## config.mk

```make
export PLATFORM = sky130hd
export DESIGN_NAME = mem_arb
export DESIGN_NICKNAME = d
export VERILOG_FILES = /design/src/rtl/mem_arb_pkg.sv /design/src/rtl/mem_arb_pick.sv /design/src/rtl/mem_arb.sv
export SDC_FILE = /design/constraint.sdc
export NUM_CORES = 1
export LEC_CHECK = 0
export BUFFER_PORTS_ARGS = -buffer_cell sky130_fd_sc_hd__buf_2
export CAP_MARGIN = 30
export CORE_AREA = 2 2 105 107
export DETAILED_ROUTE_END_ITERATION = 8
export DIE_AREA = 0 0 107 109
export PLACE_DENSITY = 0.71
export SLEW_MARGIN = 5
export SYNTH_ARGS = -nofsm -noshare
export SYNTH_HDL_FRONTEND = slang
export SYNTH_SLANG_ARGS = --single-unit
```

## constraint.sdc

```tcl
create_clock -name clk -period 2.4 [get_ports clk]
set_input_delay 0.48 -clock clk [delete_from_list [all_inputs] [get_ports clk]]
set_output_delay 0.48 -clock clk [all_outputs]
set_load 0.01 [all_outputs]
```

## src/rtl/mem_arb_pkg.sv

```systemverilog
// mem_arb shared types and constants.
// State encodings, access/length codes, bus widths.
package mem_arb_pkg;

  localparam int AW = 32;
  localparam int DW = 32;

  typedef enum logic [1:0] {
    IDLE    = 2'd0,
    BUSY_IF = 2'd1,
    BUSY_LS = 2'd2,
    DRAIN   = 2'd3
  } state_t;

  localparam logic LD = 1'b0;
  localparam logic ST = 1'b1;

  localparam logic [1:0] IO_HI = 2'b11;

  localparam logic [2:0] LEN1 = 3'd1;
  localparam logic [2:0] LEN2 = 3'd2;
  localparam logic [2:0] LEN4 = 3'd4;

  function automatic logic [DW-1:0] zext(
    input logic [DW-1:0] d,
    input logic [2:0]    len
  );
    logic [DW-1:0] r;
    r = d;
    if (len == LEN1)
      r = {{(DW-8){1'b0}}, d[7:0]};
    else if (len == LEN2)
      r = {{(DW-16){1'b0}}, d[15:0]};
    return r;
  endfunction

endpackage

```

## src/rtl/mem_arb_pick.sv

```systemverilog
// mem_arb grant selection.
// LS beats IF unless IF is starved or the LS store hits a full IO buffer.
module mem_arb_pick #(
  parameter int         STARVE_MAX = 4,
  parameter logic [1:0] IO_HI      = mem_arb_pkg::IO_HI,
  parameter int         CW         = 3
) (
  input  logic          open,
  input  logic          if_req,
  input  logic          ls_req,
  input  logic          ls_st,
  input  logic [1:0]    ls_seg,
  input  logic          io_full,
  input  logic [CW-1:0] cnt,
  output logic          grant_if,
  output logic          grant_ls
);

  logic ls_ok;
  logic starve;

  // priority with starvation override and IO-store stall
  always_comb begin
    ls_ok    = ls_req & ~(ls_st & (ls_seg == IO_HI) & io_full);
    starve   = if_req & (cnt == CW'(STARVE_MAX));
    grant_ls = open & ls_ok & ~starve;
    grant_if = open & if_req & ~grant_ls;
  end

endmodule

```

## src/rtl/mem_arb.sv

```systemverilog
// mem_arb: arbitrates memctrl between fetch and the load/store buffer.
// One access outstanding; cancelled fetches drain before the next grant.
module mem_arb #(
  parameter int         STARVE_MAX = 4,
  parameter logic [1:0] IO_HI      = mem_arb_pkg::IO_HI
) (
  input  logic        clk,
  input  logic        rst,
  input  logic        rdy,
  input  logic        iIO_buffer_full,
  input  logic        iCLR,
  input  logic        iIF_en,
  input  logic [31:0] iIF_addr,
  output logic        oIF_done,
  output logic [31:0] oIF_inst,
  input  logic        iLS_en,
  input  logic        iLS_ls,
  input  logic [2:0]  iLS_len,
  input  logic [31:0] iLS_addr,
  input  logic [31:0] iLS_dt,
  output logic        oLS_done,
  output logic [31:0] oLS_dt,
  output logic        oMC_en,
  output logic        oMC_ls,
  output logic [2:0]  oMC_len,
  output logic [31:0] oMC_addr,
  output logic [31:0] oMC_dt,
  input  logic        iMC_done,
  input  logic [31:0] iMC_dt
);

  import mem_arb_pkg::*;

  localparam int CW = $clog2(STARVE_MAX + 1);

  state_t        state;
  state_t        state_n;
  logic [CW-1:0] cnt;
  logic          open;
  logic          grant_if;
  logic          grant_ls;

  assign open = rdy & (state == IDLE) & ~iCLR;

  mem_arb_pick #(
    .STARVE_MAX (STARVE_MAX),
    .IO_HI      (IO_HI),
    .CW         (CW)
  ) u_pick (
    .open     (open),
    .if_req   (iIF_en),
    .ls_req   (iLS_en),
    .ls_st    (iLS_ls),
    .ls_seg   (iLS_addr[17:16]),
    .io_full  (iIO_buffer_full),
    .cnt      (cnt),
    .grant_if (grant_if),
    .grant_ls (grant_ls)
  );

  // next state; frozen while rdy is low
  always_comb begin
    state_n = state;
    case (state)
      IDLE: begin
        if (grant_ls)
          state_n = BUSY_LS;
        else if (grant_if)
          state_n = BUSY_IF;
      end
      BUSY_IF: begin
        if (iMC_done)
          state_n = IDLE;
        else if (iCLR)
          state_n = DRAIN;
      end
      BUSY_LS, DRAIN: begin
        if (iMC_done)
          state_n = IDLE;
      end
      default: state_n = IDLE;
    endcase
    if (!rdy)
      state_n = state;
  end

  // state register
  always_ff @(posedge clk or negedge rst) begin
    if (!rst)
      state <= IDLE;
    else
      state <= state_n;
  end

  // consecutive LS grants while fetch waits
  always_ff @(posedge clk or negedge rst) begin
    if (!rst) begin
      cnt <= '0;
    end else if (rdy && state == IDLE) begin
      if (!iIF_en || grant_if)
        cnt <= '0;
      else if (grant_ls && cnt != CW'(STARVE_MAX))
        cnt <= cnt + 1'b1;
    end
  end

  // launch pulse and payload, held until the next grant
  always_ff @(posedge clk or negedge rst) begin
    if (!rst) begin
      oMC_en   <= 1'b0;
      oMC_ls   <= 1'b0;
      oMC_len  <= 3'd0;
      oMC_addr <= '0;
      oMC_dt   <= '0;
    end else if (rdy) begin
      oMC_en <= grant_if | grant_ls;
      if (grant_ls) begin
        oMC_ls   <= iLS_ls;
        oMC_len  <= iLS_len;
        oMC_addr <= iLS_addr;
        oMC_dt   <= iLS_dt;
      end else if (grant_if) begin
        oMC_ls   <= LD;
        oMC_len  <= LEN4;
        oMC_addr <= iIF_addr;
        oMC_dt   <= '0;
      end
    end
  end

  // completion routed back in the same cycle as memctrl done
  always_comb begin
    oIF_done = rdy & (state == BUSY_IF) & iMC_done & ~iCLR;
    oIF_inst = oIF_done ? iMC_dt : '0;
    oLS_done = rdy & (state == BUSY_LS) & iMC_done;
    oLS_dt   = (oLS_done && oMC_ls == LD) ? zext(iMC_dt, oMC_len) : '0;
  end

endmodule

```

==> results.md <==
- Status: finished clean
- VDD IR max: 0.000409 V
- GRT overflow: 0
- Simple-gate share of the synthesized area: between 20% and 30%
- Sw frac: 35.5%
- CP Launch Type: flop
- Final instance area: 5400 um^2
- Critical Path RT: 1.92 ns
- Min Tclk post-route: 2.30 ns
- Ports: 275
- Slew margin rel.: 72.9%
- Mean Syn Cell Area: approximately 9.6 um^2
- Worst Tran Pin Value: 0.400 ns
- Reg2reg start: state[0]$_DFFE_PN0P_
- Longest Clk Path Bufs: 2
- Area contributors post-synth: dfrtp_1, and2_1, a22o_1
- Final period utilization: a little over nine tenths
- CP peak stage delay: 0.46 ns
- Post-Syn Area: between 3000 and 4000 um^2
- Layout area overhead: 49.3%
- Worst setup path class: flop to output pin
- Mapped Cells: 375
- Worst-path fanout max: 16
- Syn Nets: 517
- Worst-path clk slew: roughly 0.080 ns
- CTS Sinks: 74
- Top cell type's share of synthesized area: around half
- Xor-xnor portion of the synthesized cell area: less than 1%
- Placed inst area: 5090 um^2
- GPL Wtd Cong: between 0.8 and 0.9
- Routed WL: between 10000 and 15000 um
- Routed vias/inst: ~5
- Antenna violations before repair: 0
- Clock Power Share: 21.1%
- Sequential share of power: 41.3%
- Worst setup EP type: output pin
- Final setup violation count: 0
- Yosys Warn Count: 0
- CTS tree: yes
- Pre-Repair DR Iteration Count: 4
- Core Area: 10600 um^2
- Clk Tree Root Cell: clkbuf_8
- Flops & latches, synth: 74
- Clk_lat worst skew: 0.34 ns
- Routed via count: 3883
- Diode count: 0
- Critical path origin: state[0]$_DFFE_PN0P_
- Main combinational cell family by area after synthesis: simple AND/OR/NAND/NOR gates
- Hold_buf cts: 0
- Power Dens Cells: approximately 950 nW/um^2
- Fillers: 1028
- DR iter-0 viols: 207
- Crit-path cells: nor4b_4 > o21a_2 > and2_1 > buf_2
- Number of global-route vias before repair: 3727
- Avg WL per Cell: 16.0 um
- Pint: 3.32 mW
- Leak pwr: 3.03 nW
- Yosys top cell by area: dfrtp_1
- Row Count: 38
- Final ANT Viol Nets: 0
- Switch Pwr: 1.83 mW
- Fraction of final layout cells sized beyond drive strength 1: 48.5%
- Nets: about 800
- Post-synth cell types: 33
- Die Footprint: 11700 um^2
- Gr usage total: 20.7%
- Synth Area in Adders: 0.692%
- Crit-path slowest cell: dfrtp_2
- Min Hold Slack: 0.0329 ns
- CP Depth: 4
- Final-report hold violation count: 0
- Reg2Reg Depth: 6
- Sequential area share after synthesis: between 50 and 60%
- Post-route DRC: 0
- Commonest cells after routing, fill and taps aside: buf_2, dfrtp_1, and2_1
- Setup ws final: approximately 0.1 ns
- Layout Utilization: roughly 51%
- Num CTS Buffers: 9
- First-pass GRT wire length: around 18000 um
- Synth Area in Compound Gates: 19.7%
- FMAX: 435 MHz
- Reg2Reg Setup Slack: 0.34 ns
- Place WS: -0.0110 ns
- Clock Skew: 0.00657 ns
- RSZ-0062 raised after global routing: true
- WP buf/inv: 1
- Initial Utilization: 34.1%
- Combinational power share: 37.6%
- PortBufs: 274
- Critical Path Sink: oLS_dt[22]
- Commonest non-fill, non-tap cell in the layout: buf_2
- R2R Path End: oMC_addr[27]$_DFFE_PN0P_
- Max cap viols: 0
- Family with the most delay on the worst path: simple AND/OR/NAND/NOR gates
- Die X-Extent: 107 um
- Critical Path AT: roughly 1.8 ns
- Post-synthesis mux area share: 0%
- Setup_tns: 0 ns
- Max Slew Vio Count: 0
- Hold Path Class: input port to async pin
- # H-tree levels: 3
- Largest net degree at the start of global routing: 75
- Detailed Place HPWL: 9660 um
- Die height: 109 um
[state kept, by name, summed over array words and instances (netlist names)]
signal,cells
oMC_en,1
oMC_dt,32
state,2
oMC_addr,32
oMC_len,3
cnt,3
oMC_ls,1
[worst min path at each step]
| stage | end | slack (ns) | cells past startpoint |
|---|---|---|---|
| finish | oMC_dt[22]$_DFFE_PN0P_ | 0.03 | 1 |
| CTS | oMC_dt[6]$_DFFE_PN0P_ | 0.29 | 1 |
| global placement | oMC_dt[14]$_DFFE_PN0P_ | 0.48 | 1 |
| detailed placement | oMC_dt[21]$_DFFE_PN0P_ | 0.48 | 1 |
| global route | oMC_dt[22]$_DFFE_PN0P_ | 0.03 | 1 |
| floorplan | cnt[0]$_DFFE_PN0P_ | 0.18 | 0 |
[per-stage QoR]
stage | power, mW | std cells
after floorplan | 3.13 | 375
after global placement | 4.00 | 771
after detailed placement | 4.05 | 771
after CTS | 5.18 | 787
after global routing | 5.51 | 792
final | 5.15 | 792
[power groups by stage]
stage / combinational [mW] / clock [mW] / sequential [mW]
3_5_place_dp: 1.93 / 0 / 2.12
4_1_cts: 1.93 / 1.13 / 2.12
2_1_floorplan: 0.761 / 0 / 2.36
6_report: 1.94 / 1.09 / 2.12
5_1_grt: 2.13 / 1.19 / 2.19
3_3_place_gp: 1.89 / 0 / 2.11
[cells in the mapped netlist]
cell / instances
nand3_1: 1
a21oi_1: 58
nor3b_1: 2
ha_1: 2
o31ai_1: 1
clkbuf_2: 1
or3b_2: 1
dfrtp_1: 74
a22o_1: 35
nor4b_2: 1
nand2_1: 45
or4b_4: 1
and2_1: 64
o31a_1: 1
a32o_1: 1
nor2_1: 34
o21ai_0: 4
inv_1: 4
a211oi_2: 1
nand4_1: 4
buf_2: 9
a211o_1: 1
and4b_1: 1
buf_6: 8
buf_4: 3
a31oi_1: 4
and4_1: 1
clkbuf_1: 7
xnor2_1: 1
o21ai_1: 1
o21a_1: 1
o22a_1: 1
nor4b_1: 2
[metal layers]
| layer | part of all wire (%) | track usage (%) | vias up |
|---|---|---|---|
| met5 | 0 | 0 | - |
| met4 | 4.3 | 10.6 | 0 |
| met3 | 6.5 | 4.96 | 25 |
| met2 | 52 | 38.4 | 171 |
| met1 | 37 | 21.9 | 1854 |
| li1 | - | - | 1833 |
[cells by family (layout without fill, tap and decap cells)]
kind of cell | count (synthesis) | after routing
flops | 74 | 74
xor+xnor | 1 | 1
buf+inv | 32 | 309
fa+ha+maj | 2 | 2
compound gates | 109 | 109
simple gates | 157 | 157
[final cells by class]
| class | count | area, um^2 | share of cell area [%] |
|---|---|---|---|
| Inverter | 4 | 15.0 | 0.278 |
| Sequential cell | 74 | 1850 | 34.3 |
| Clock inverter | 6 | 90.1 | 1.67 |
| Clock buffer | 10 | 138 | 2.55 |
| Multi-Input combinational cell | 269 | 1590 | 29.4 |
| Timing Repair Buffer | 289 | 1540 | 28.5 |
| Tap cell | 140 | 175 | 3.24 |
[what timing repair did]
| item | in CTS | in global routing |
|---|---|---|
| resized for setup | 2 | 5 |
| setup endpoints to repair | 24 | 24 |
| pin swaps | 1 | 4 |
| buffers inserted | 0 | 4 |
Note: power is estimated with default switching activity, not from simulation.
